$ cat src/rtl/cla_slice_sequencer_if.sv
// Start/ready/done handshake and result bus between the control unit and the
// multi-cycle slice adder.
interface cla_slice_sequencer_if #(
  parameter int unsigned WIDTH = 32
) ();
  logic             start;
  logic             sub;
  logic [WIDTH-1:0] a;
  logic [WIDTH-1:0] b;
  logic             ready;
  logic             busy;
  logic             done;
  logic [WIDTH-1:0] sum;
  logic             cout;
  logic             ovf;
  logic             zero;

  modport master (
    output start, sub, a, b,
    input  ready, busy, done, sum, cout, ovf, zero
  );

  modport slave (
    input  start, sub, a, b,
    output ready, busy, done, sum, cout, ovf, zero
  );
endinterface

$ cat src/rtl/cla_slice_sequencer.sv
// Area-reduced WIDTH-bit add/subtract: one 4-bit carry-lookahead slice reused
// once per nibble, LSB first, with the carry held in a register between passes.
module cla_slice_sequencer #(
  parameter int unsigned WIDTH = 32
) (
  input  logic                   clk,
  input  logic                   rst,
  cla_slice_sequencer_if.slave   bus
);
  localparam int unsigned N     = WIDTH / 4;
  localparam int unsigned CNT_W = (N > 1) ? $clog2(N) : 1;
  localparam int unsigned MSB   = WIDTH - 1;
  localparam logic [CNT_W-1:0] LAST = CNT_W'(N - 1);

  typedef enum logic [1:0] {IDLE, RUN, DONE} state_t;

  state_t           state;
  logic [WIDTH-1:0] opa;
  logic [WIDTH-1:0] opb;
  logic [WIDTH-1:0] sum_q;
  logic             carry;
  logic [CNT_W-1:0] cnt;
  logic             done_q;
  logic             cout_q;
  logic             ovf_q;
  logic             zero_q;

  logic             accept;
  logic [3:0]       sl_a;
  logic [3:0]       sl_b;
  logic [3:0]       sl_p;
  logic [3:0]       sl_g;
  logic [4:0]       sl_c;
  logic [3:0]       sl_s;
  logic [WIDTH-1:0] sum_nx;

  // start is honoured in IDLE and DONE only; RUN ignores it entirely
  assign accept = bus.start && (state != RUN);

  // Select the current nibble of each operand
  always_comb begin
    sl_a = '0;
    sl_b = '0;
    for (int i = 0; i < int'(N); i++) begin
      if (cnt == CNT_W'(i)) begin
        sl_a = opa[4*i +: 4];
        sl_b = opb[4*i +: 4];
      end
    end
  end

  // 4-bit carry-lookahead slice; group P/G outputs are not needed here
  always_comb begin
    sl_p    = sl_a ^ sl_b;
    sl_g    = sl_a & sl_b;
    sl_c[0] = carry;
    sl_c[1] = sl_g[0] | (sl_p[0] & sl_c[0]);
    sl_c[2] = sl_g[1] | (sl_p[1] & sl_g[0]) | (sl_p[1] & sl_p[0] & sl_c[0]);
    sl_c[3] = sl_g[2] | (sl_p[2] & sl_g[1]) | (sl_p[2] & sl_p[1] & sl_g[0])
            | (sl_p[2] & sl_p[1] & sl_p[0] & sl_c[0]);
    sl_c[4] = sl_g[3] | (sl_p[3] & sl_g[2]) | (sl_p[3] & sl_p[2] & sl_g[1])
            | (sl_p[3] & sl_p[2] & sl_p[1] & sl_g[0])
            | (sl_p[3] & sl_p[2] & sl_p[1] & sl_p[0] & sl_c[0]);
    sl_s    = sl_p ^ sl_c[3:0];
  end

  // Result with the current nibble merged in; complete on the last pass
  always_comb begin
    sum_nx = sum_q;
    for (int i = 0; i < int'(N); i++) begin
      if (cnt == CNT_W'(i)) sum_nx[4*i +: 4] = sl_s;
    end
  end

  always_ff @(posedge clk) begin
    if (rst) begin
      state  <= IDLE;
      opa    <= '0;
      opb    <= '0;
      carry  <= 1'b0;
      cnt    <= '0;
      sum_q  <= '0;
      done_q <= 1'b0;
      cout_q <= 1'b0;
      ovf_q  <= 1'b0;
      zero_q <= 1'b0;
    end else begin
      done_q <= 1'b0;
      // Subtraction is A + ~B + 1: invert B here, inject the +1 as carry-in
      if (accept) begin
        opa   <= bus.a;
        opb   <= bus.b ^ {WIDTH{bus.sub}};
        carry <= bus.sub;
        cnt   <= '0;
      end
      case (state)
        IDLE: if (bus.start) state <= RUN;
        RUN: begin
          sum_q <= sum_nx;
          carry <= sl_c[4];
          cnt   <= cnt + CNT_W'(1);
          if (cnt == LAST) begin
            state  <= DONE;
            done_q <= 1'b1;
            cout_q <= sl_c[4];
            ovf_q  <= (opa[MSB] == opb[MSB]) && (sum_nx[MSB] != opa[MSB]);
            zero_q <= (sum_nx == '0);
          end
        end
        DONE:    state <= bus.start ? RUN : IDLE;
        default: state <= IDLE;
      endcase
    end
  end

  assign bus.ready = (state != RUN);
  assign bus.busy  = (state == RUN);
  assign bus.done  = done_q;
  assign bus.sum   = sum_q;
  assign bus.cout  = cout_q;
  assign bus.ovf   = ovf_q;
  assign bus.zero  = zero_q;
endmodule

$ cat src/flat_wrapper.sv
// flat-port wrapper written by rule: the top's interface ports become plain ports
module cla_slice_sequencer_flat 
#(
  parameter int unsigned WIDTH = 32
)
  (clk, rst, bus_start, bus_sub, bus_a, bus_b, bus_ready, bus_busy, bus_done, bus_sum, bus_cout, bus_ovf, bus_zero);
  cla_slice_sequencer_if #(.WIDTH(WIDTH)) bus_i ();
  input  logic clk;
  input  logic rst;
  input wire logic [$bits(bus_i.start)-1:0] bus_start;
  input wire logic [$bits(bus_i.sub)-1:0] bus_sub;
  input wire logic [$bits(bus_i.a)-1:0] bus_a;
  input wire logic [$bits(bus_i.b)-1:0] bus_b;
  output wire logic [$bits(bus_i.ready)-1:0] bus_ready;
  output wire logic [$bits(bus_i.busy)-1:0] bus_busy;
  output wire logic [$bits(bus_i.done)-1:0] bus_done;
  output wire logic [$bits(bus_i.sum)-1:0] bus_sum;
  output wire logic [$bits(bus_i.cout)-1:0] bus_cout;
  output wire logic [$bits(bus_i.ovf)-1:0] bus_ovf;
  output wire logic [$bits(bus_i.zero)-1:0] bus_zero;
  assign bus_i.start = bus_start;
  assign bus_i.sub = bus_sub;
  assign bus_i.a = bus_a;
  assign bus_i.b = bus_b;
  assign bus_ready = bus_i.ready;
  assign bus_busy = bus_i.busy;
  assign bus_done = bus_i.done;
  assign bus_sum = bus_i.sum;
  assign bus_cout = bus_i.cout;
  assign bus_ovf = bus_i.ovf;
  assign bus_zero = bus_i.zero;
  cla_slice_sequencer #(.WIDTH(WIDTH)) u_core (.clk(clk), .rst(rst), .bus(bus_i));
endmodule
$ cat config.mk
export PLATFORM = sky130hd
export DESIGN_NAME = cla_slice_sequencer_flat
export DESIGN_NICKNAME = d
export VERILOG_FILES = /design/src/rtl/cla_slice_sequencer_if.sv /design/src/rtl/cla_slice_sequencer.sv /design/src/flat_wrapper.sv
export SDC_FILE = /design/constraint.sdc
export NUM_CORES = 1
export LEC_CHECK = 0
export ABC_AREA = 0
export CAP_MARGIN = 20
export CORE_AREA = 2 2 90 100
export DETAILED_ROUTE_END_ITERATION = 10
export DIE_AREA = 0 0 92 102
export DONT_BUFFER_PORTS = 1
export GPL_TIMING_DRIVEN = 0
export PLACE_DENSITY = 0.77
export SETUP_SLACK_MARGIN = 0.5
export SLEW_MARGIN = 20
export SYNTH_ARGS = -nofsm -noshare
export SYNTH_HDL_FRONTEND = slang
export SYNTH_SLANG_ARGS = --single-unit
$ cat constraint.sdc
create_clock -name clk -period 4.05 [get_ports clk]
set_clock_uncertainty 0.2 [all_clocks]
set_input_delay 0.405 -clock clk [delete_from_list [all_inputs] [get_ports clk]]
set_output_delay 0.405 -clock clk [all_outputs]
set_load 0.1 [all_outputs]
==> results of run 1 <==
## critical path: cells and delay by family (launching register included)
family / cells / cell delay, ns
AO/OA/AOI/OAI: 6 / 0.95
adder cells (fa/ha/maj): 3 / 0.97
buffers and inverters: 4 / 0.65
flip-flops: 1 / 0.36
AND/OR/NAND/NOR: 1 / 0.31
## metal layers
| layer | global-route usage [%] | share of wire [%] | up-vias |
|---|---|---|---|
| met5 | 0 | 0 | - |
| met4 | 19.9 | 5.3 | 0 |
| met3 | 7.30 | 8.4 | 65 |
| met2 | 56.6 | 48 | 277 |
| met1 | 35.7 | 38 | 2301 |
| li1 | - | - | 2319 |
## flip-flops by register name, indices dropped and copies added, names as in the netlist
| name | cells |
|---|---|
| u_core.bus.cout | 1 |
| u_core.bus.done | 1 |
| u_core.bus.ovf | 1 |
| u_core.bus.sum | 32 |
| u_core.bus.zero | 1 |
| u_core.carry | 1 |
| u_core.cnt | 3 |
| u_core.opa | 32 |
| u_core.opb | 32 |
| u_core.state | 2 |
## how the worst min path moves through the flow
stage	startpoint	end	slack (ns)	cells past startpoint
global route	bus_b[5]	u_core.opb[5]$_SDFFE_PP0P_	0.001	2
floorplan	u_core.opa[10]$_SDFFE_PP0P_	u_core.opa[10]$_SDFFE_PP0P_	0.23	2
global placement	u_core.opa[17]$_SDFFE_PP0P_	u_core.opa[17]$_SDFFE_PP0P_	0.24	2
CTS	bus_b[10]	u_core.opb[10]$_SDFFE_PP0P_	0.0005	2
finish	bus_b[10]	u_core.opb[10]$_SDFFE_PP0P_	0.0007	2
detailed placement	u_core.opa[18]$_SDFFE_PP0P_	u_core.opa[18]$_SDFFE_PP0P_	0.24	2
## power by group
part | internal, mW | total (mW) | switching [mW]
Sequential | 1.10 | 1.17 | 0.0743
Clock | 0.361 | 0.776 | 0.415
Combinational | 0.222 | 0.501 | 0.279
Total | 1.68 | 2.45 | 0.767
## cell usage in the layout (no fill, tap or decap), types with 4 or more instances in the layout
cell type,netlist,final
dlygate4sd3_1,0,33
a21o_1,8,8
a21oi_1,78,74
buf_2,17,15
nand2b_1,15,15
a21oi_2,0,4
a221o_1,8,8
nor2_1,87,85
a32oi_2,0,4
buf_6,3,6
clkbuf_8,0,10
nand2_1,83,82
a32oi_1,9,5
dfxtp_1,106,103
o21ai_0,21,19
xnor2_1,33,32
a211oi_1,42,42
nand3_1,10,10
clkbuf_1,28,18
nor2b_1,10,10
mux2i_1,9,9
nor3_1,5,5
inv_1,7,5
ha_1,10,5
buf_4,4,21
## cells in the mapped netlist (all sizes together), types with 2 or more instances
cell	number	area [µm²]
a21oi	78	390
ha	10	125
inv	8	35.0
nand4	2	12.5
nor4	5	37.5
nand3b	2	15.0
nand2	85	329
a31oi	2	12.5
o22a	2	17.5
nor2b	10	62.6
xnor2	33	289
o22ai	2	12.5
nor3	5	25.0
mux2i	9	90.1
a211oi	42	315
nor2	88	338
and3	3	18.8
clkbuf	28	105
nand2b	15	93.8
nor3b	2	15.0
a32oi	9	78.8
nand3	10	50.1
a21o	8	60.1
buf	28	164
a221o	8	80.1
dfxtp	106	2120
o21ai	21	105
and2	2	12.5
## through the flow
stage                     hold WS, ns  utilization, %  TNS, ns  instance area (µm²)  power [mW]
after floorplan                 0.231               -        0                 5150        1.48
after global placement          0.239            63.6   -0.137                 5290        1.57
after detailed placement        0.244            63.6   -0.193                 5290        1.58
after CTS                    0.000502            72.4        0                 6020        2.39
after global routing          0.00149            74.5        0                 6200        2.52
final                        0.000701            74.5        0                 6200        2.45
## timing repair
action	CTS	global route
setup endpoints to repair	28	15
gates resized for setup	33	41
hold endpoints to repair	33	0
setup buffers	8	7
hold buffers	33	0
pin swaps	7	15
## cells by family (layout without fill, tap and decap cells)
kind of cell / Yosys count / after routing / share of synthesized area, %
DFF: 106 / 106 / 41.2
buffers and inverters: 64 / 128 / 5.90
xor gates and xnor gates: 34 / 34 / 5.78
AOI/OAI and AO/OA: 180 / 180 / 22.2
and+or+nand+nor: 234 / 234 / 20.4
muxes: 9 / 9 / 1.75
adders and majority gates: 11 / 11 / 2.82
## cell type report
| type | instances | area, µm² |
|---|---|---|
| Inverter | 8 | 35.0 |
| Clock inverter | 7 | 109 |
| Timing Repair Buffer | 48 | 447 |
| Tap cell | 111 | 139 |
| Buffer | 56 | 340 |
| Sequential cell | 106 | 2130 |
| Clock buffer | 9 | 124 |
| Multi-Input combinational cell | 468 | 2880 |
| Fill cell | 621 | 2120 |
==> reports/qor.csv, run 1 <==
metric,value,unit
run_status,"complete, no violations",
yosysWarnings,0,
hold_viol_final,0,
r2r-start,u_core.cnt[1]$_SDFFE_PP0P_,
overflow,0,
crit_chain,buf_4 > ha_1 > ha_2 > buf_4 > a32oi_2 > a21o_1 > a21oi_2 > fa_2 > clkbuf_8 > buf_4 > o22ai_1 > a32oi_1 > nor4_2 > a31o_1,
setup_violations,0,
routedWlPerCell,18.8,µm
drtIter0Drc,330,
endpoint,u_core.bus.zero$_SDFFE_PP0P_,
fmax,287,MHz
cp_slowest_cell,fa_2,
grt_pass1_wl,23.4,mm
die_x,92,µm
grt.total_usage,32.2,%
clockBufferDepth,2,
cp.arrival,3.62,ns
r2r_cells,14,
period_share,86.0,%
diodes,0,
rsz0062_at_grt,true,
clk_pin_slew,0.11,ns
powerDensity,395,mW/mm²
crit_fanout,10,
clock_latency,0.39,ns
gp_congestion,1.02,
vias_per_cell,6.10,
startpoint,u_core.cnt[1]$_SDFFE_PP0P_,
ant_nets,0,
syn_inst,638,
finalCriticalPeriod,3.48,ns
r2r_slack,0.57,ns
drt_pre_antenna_iters,5,
dieArea,0.00938,mm²
ys_seq_area_share,41.2,%
synth_ff_type,dfxtp_1,
r2r_end,u_core.bus.zero$_SDFFE_PP0P_,
rows,35,
vias,4962,
hp-class,in -> reg,
synth-seq-cells,106,
dp_cells,749,
critPathMaxStageDelay,0.50,ns
nNetsFinal,776,
worstPathRequired,4.18,ns
synth_edf_count,0,
core-area,0.00832,mm²
dp_hpwl,10.5,mm
htree_num_levels,3,
ir_drop,0.242,mV
drive_gt1_share,14.1,%
initial_utilization,61.9,%
synth_nets,717,
critPathLaunchType,register,
routed_wl,15.3,mm
slew_viol_final,0,
port_buffers,0,
worstSetupEndpointType,register,
cts_tree,yes,
slew-limit-headroom,26.0,%
dp_slack,-0.193,ns
syn-cell-area,0.00515,mm²
leakagePower,2.33,nW
synthArstFlopShare,0,%
path_class,reg -> reg,
grt_pass1_vias,4724,
design.portCount,106,
cpMostUsedCell,buf_4,
grt_start_max_net_pins,20,
cap_violations,0,
drc,0,
syn2layout_area_growth,20.3,%
layout_setup_ws,0.565,ns
worst_pin_slew,1.11,ns
clkSinkCount,106,
antenna_found_initial,0,
avgSynthCellArea,8.08,µm²
netlist-cell-type-count,51,
cts_root_buffer,clkbuf_8,
die_h,102,µm
cts_inserted_buffers,9,
fin_cells,813,
(Power assumes the default switching activity.)
==> run 2, diff against run 1 <==
--- a/constraint.sdc
+++ b/constraint.sdc
@@ -4,2 +4,2 @@
 set_output_delay 0.405 -clock clk [all_outputs]
-set_load 0.1 [all_outputs]
+set_load 0.05 [all_outputs]
==> run 2 against run 1 <==
  * Cell count did not move
  * Routed wire length fell by 0.35%
  * Non-clock buffer count did not move
  * Global-route usage barely moved
  * Worst setup slack got worse by 0.0090 ns
  * Critical endpoint unchanged
  * Maximum frequency fell by 0.26%
  * Sequential share of layout area rose by 0.44 points
  * Core utilization fell by 0.95 points
==> reports/qor.csv, run 2 (same netlist as run 1, synthesis figures left out) <==
metric,value,unit,change
drc,0,,unchanged
period_share,86.3,%,+0.22 points
core-area,0.00832,mm²,unchanged
die_h,102,µm,unchanged
power_frac_clock,27.9,%,-3.8 points
min_from,bus_b[23],,
cts_root_buffer,clkbuf_8,,
clkSinkCount,106,,unchanged
utilization,73.6,%,-0.95 points
critPathTopFamily,compound AO/OA/AOI/OAI gates,,
clock_latency,0.38,ns,about the same
r2r-start,u_core.cnt[1]$_SDFFE_PP0P_,,
path_class,reg -> reg,,
final_common_cell,dfxtp_1,,
syn2layout_area_growth,18.8,%,
layout_setup_ws,0.556,ns,-0.00905 ns
p_sw_share,30.7,%,-0.63 points
multi_input_area,0.00284,mm²,-1.4%
rsz0062_at_grt,true,,
fmax,286,MHz,-0.26%
cp_slowest_cell,fa_2,,
setup_tns,0,ns,unchanged
hold_viol_final,0,,unchanged
nNetsFinal,776,,unchanged
crit_chain,inv_2 > ha_4 > buf_12 > and2b_1 > a221o_1 > a32oi_2 > a21o_1 > a21oi_2 > fa_2 > clkbuf_8 > buf_4 > o22ai_1 > a32oi_1 > nor4_2 > a31o_1,,
worstSetupEndpointType,register,,
dp_slack,-0.193,ns,+0.000595 ns
r2r_cells,15,,+1
leakagePower,2.31,nW,-0.78%
worst_pin_slew,1.10,ns,-0.00703 ns
ant_nets,0,,unchanged
drtIter0Drc,333,,+0.91%
hp-class,in -> reg,,
gp_congestion,1.02,,unchanged
finalCriticalPeriod,3.49,ns,+0.00905 ns
diodes,0,,unchanged
powerDensity,373,mW/mm²,-5.7%
drt_pre_antenna_iters,5,,unchanged
dp_hpwl,10.5,mm,about the same
clk_pin_slew,0.10,ns,about the same
critPathBufInv,4,,unchanged
cap_violations,0,,unchanged
run_status,"complete, no violations",,
clockBufferDepth,2,,unchanged
grt.total_usage,32.2,%,+0.047 points
cts_tree,yes,,
r2r_end,u_core.bus.zero$_SDFFE_PP0P_,,
antenna_found_initial,0,,unchanged
grt_pass1_vias,4673,,-1.1%
vias_per_cell,6.06,,-0.75%
rows,35,,unchanged
crit_fanout,4,,-6
p_int,1.58,mW,-6.0%
holdPathStages,2,,unchanged
cts_inserted_buffers,9,,unchanged
comb_power_share,21.6,%,+1.1 points
min_delay_worst_endpoint,u_core.opb[23]$_SDFFE_PP0P_,,
cp.arrival,3.62,ns,about the same
port_buffers,0,,unchanged
drive_gt1_share,13.4,%,-0.71 points
vias,4925,,-0.75%
routed_wl,15.3,mm,-0.35%
design.portCount,106,,unchanged
slew_viol_final,0,,unchanged
n_fill_cell,647,,+4.2%
final_cell_mix,"dfxtp_1, nor2_1, nand2_1",,
worstPathRequired,4.18,ns,about the same
routedWlPerCell,18.8,µm,-0.35%
dieArea,0.00938,mm²,unchanged
r2r_slack,0.56,ns,about the same
initial_utilization,61.9,%,unchanged
die_x,92,µm,unchanged
overflow,0,,unchanged
power.switching,0.700,mW,-8.7%
critPathMaxStageDelay,0.47,ns,-0.03 ns
grt_pass1_wl,23.4,mm,about the same
dp_cells,749,,unchanged
seqPwrFrac,50.5,%,+2.6 points
fin_cells,813,,unchanged
grt_start_max_net_pins,18,,-10%
htree_num_levels,3,,unchanged
setup_violations,0,,unchanged
ir_drop,0.197,mV,-19%
slew-limit-headroom,26.5,%,+0.57 points
seq_area,0.00213,mm²,unchanged
critPathLaunchType,register,,
-- run 2: through the flow --
stage | hold slack (ns) | total power, mW | cell area [µm²]
5_1_grt | 0.00707 | 2.36 | 6120
4_1_cts | 0.0159 | 2.23 | 5980
3_3_place_gp | 0.239 | 1.54 | 5290
3_5_place_dp | 0.244 | 1.55 | 5290
6_report | 0.0104 | 2.28 | 6120
2_1_floorplan | 0.231 | 1.45 | 5150
-- run 2: final cells by class --
type	count	share of cell area, %
well taps	111	2.27
flip-flops and latches	106	34.8
plain buffers	56	5.56
multi-input cells	468	46.3
repair buffers	48	7.42
inverters	8	0.572
clock inverters	5	0.593
clock buffers	11	2.47
-- run 2: metal layers --
metal	vias to the layer above	wire, µm	track usage [%]
met2	232	7490	56.9
met3	58	1250	7.45
met1	2312	5860	36.9
met4	0	643	16.4
met5	-	0	0
li1	2323	-	-
-- run 2: how the worst max path moves through the flow --
| stage | start | to | slack [ns] | depth (start not counted) |
|---|---|---|---|---|
| finish | u_core.cnt[1]$_SDFFE_PP0P_ | u_core.bus.zero$_SDFFE_PP0P_ | 0.56 | 15 |
| global route | u_core.cnt[0]$_SDFFE_PP0P_ | u_core.bus.zero$_SDFFE_PP0P_ | 0.48 | 15 |
| CTS | u_core.cnt[0]$_SDFFE_PP0P_ | u_core.bus.zero$_SDFFE_PP0P_ | 0.50 | 12 |
| detailed placement | u_core.cnt[0]$_SDFFE_PP0P_ | u_core.bus.zero$_SDFFE_PP0P_ | -0.19 | 11 |
| global placement | u_core.cnt[0]$_SDFFE_PP0P_ | u_core.bus.zero$_SDFFE_PP0P_ | -0.14 | 11 |
| floorplan | u_core.cnt[1]$_SDFFE_PP0P_ | u_core.bus.zero$_SDFFE_PP0P_ | 0.64 | 14 |
-- run 2: what timing repair did --
item / in CTS / in global routing
pin swaps: 8 / 15
setup endpoints to repair: 28 / 11
gates cloned: 0 / 1
gates resized for setup: 37 / 28
hold buffers: 32 / 0
setup buffers: 8 / 7
endpoints found under the hold margin: 32 / 0
-- run 2: power by group through the flow --
stage,Sequential (mW),Combinational [mW],Clock (mW)
3_5_place_dp,1.17,0.377,0
6_report,1.15,0.493,0.636
3_3_place_gp,1.17,0.370,0
2_1_floorplan,1.16,0.288,0
5_1_grt,1.16,0.530,0.674
4_1_cts,1.15,0.450,0.631
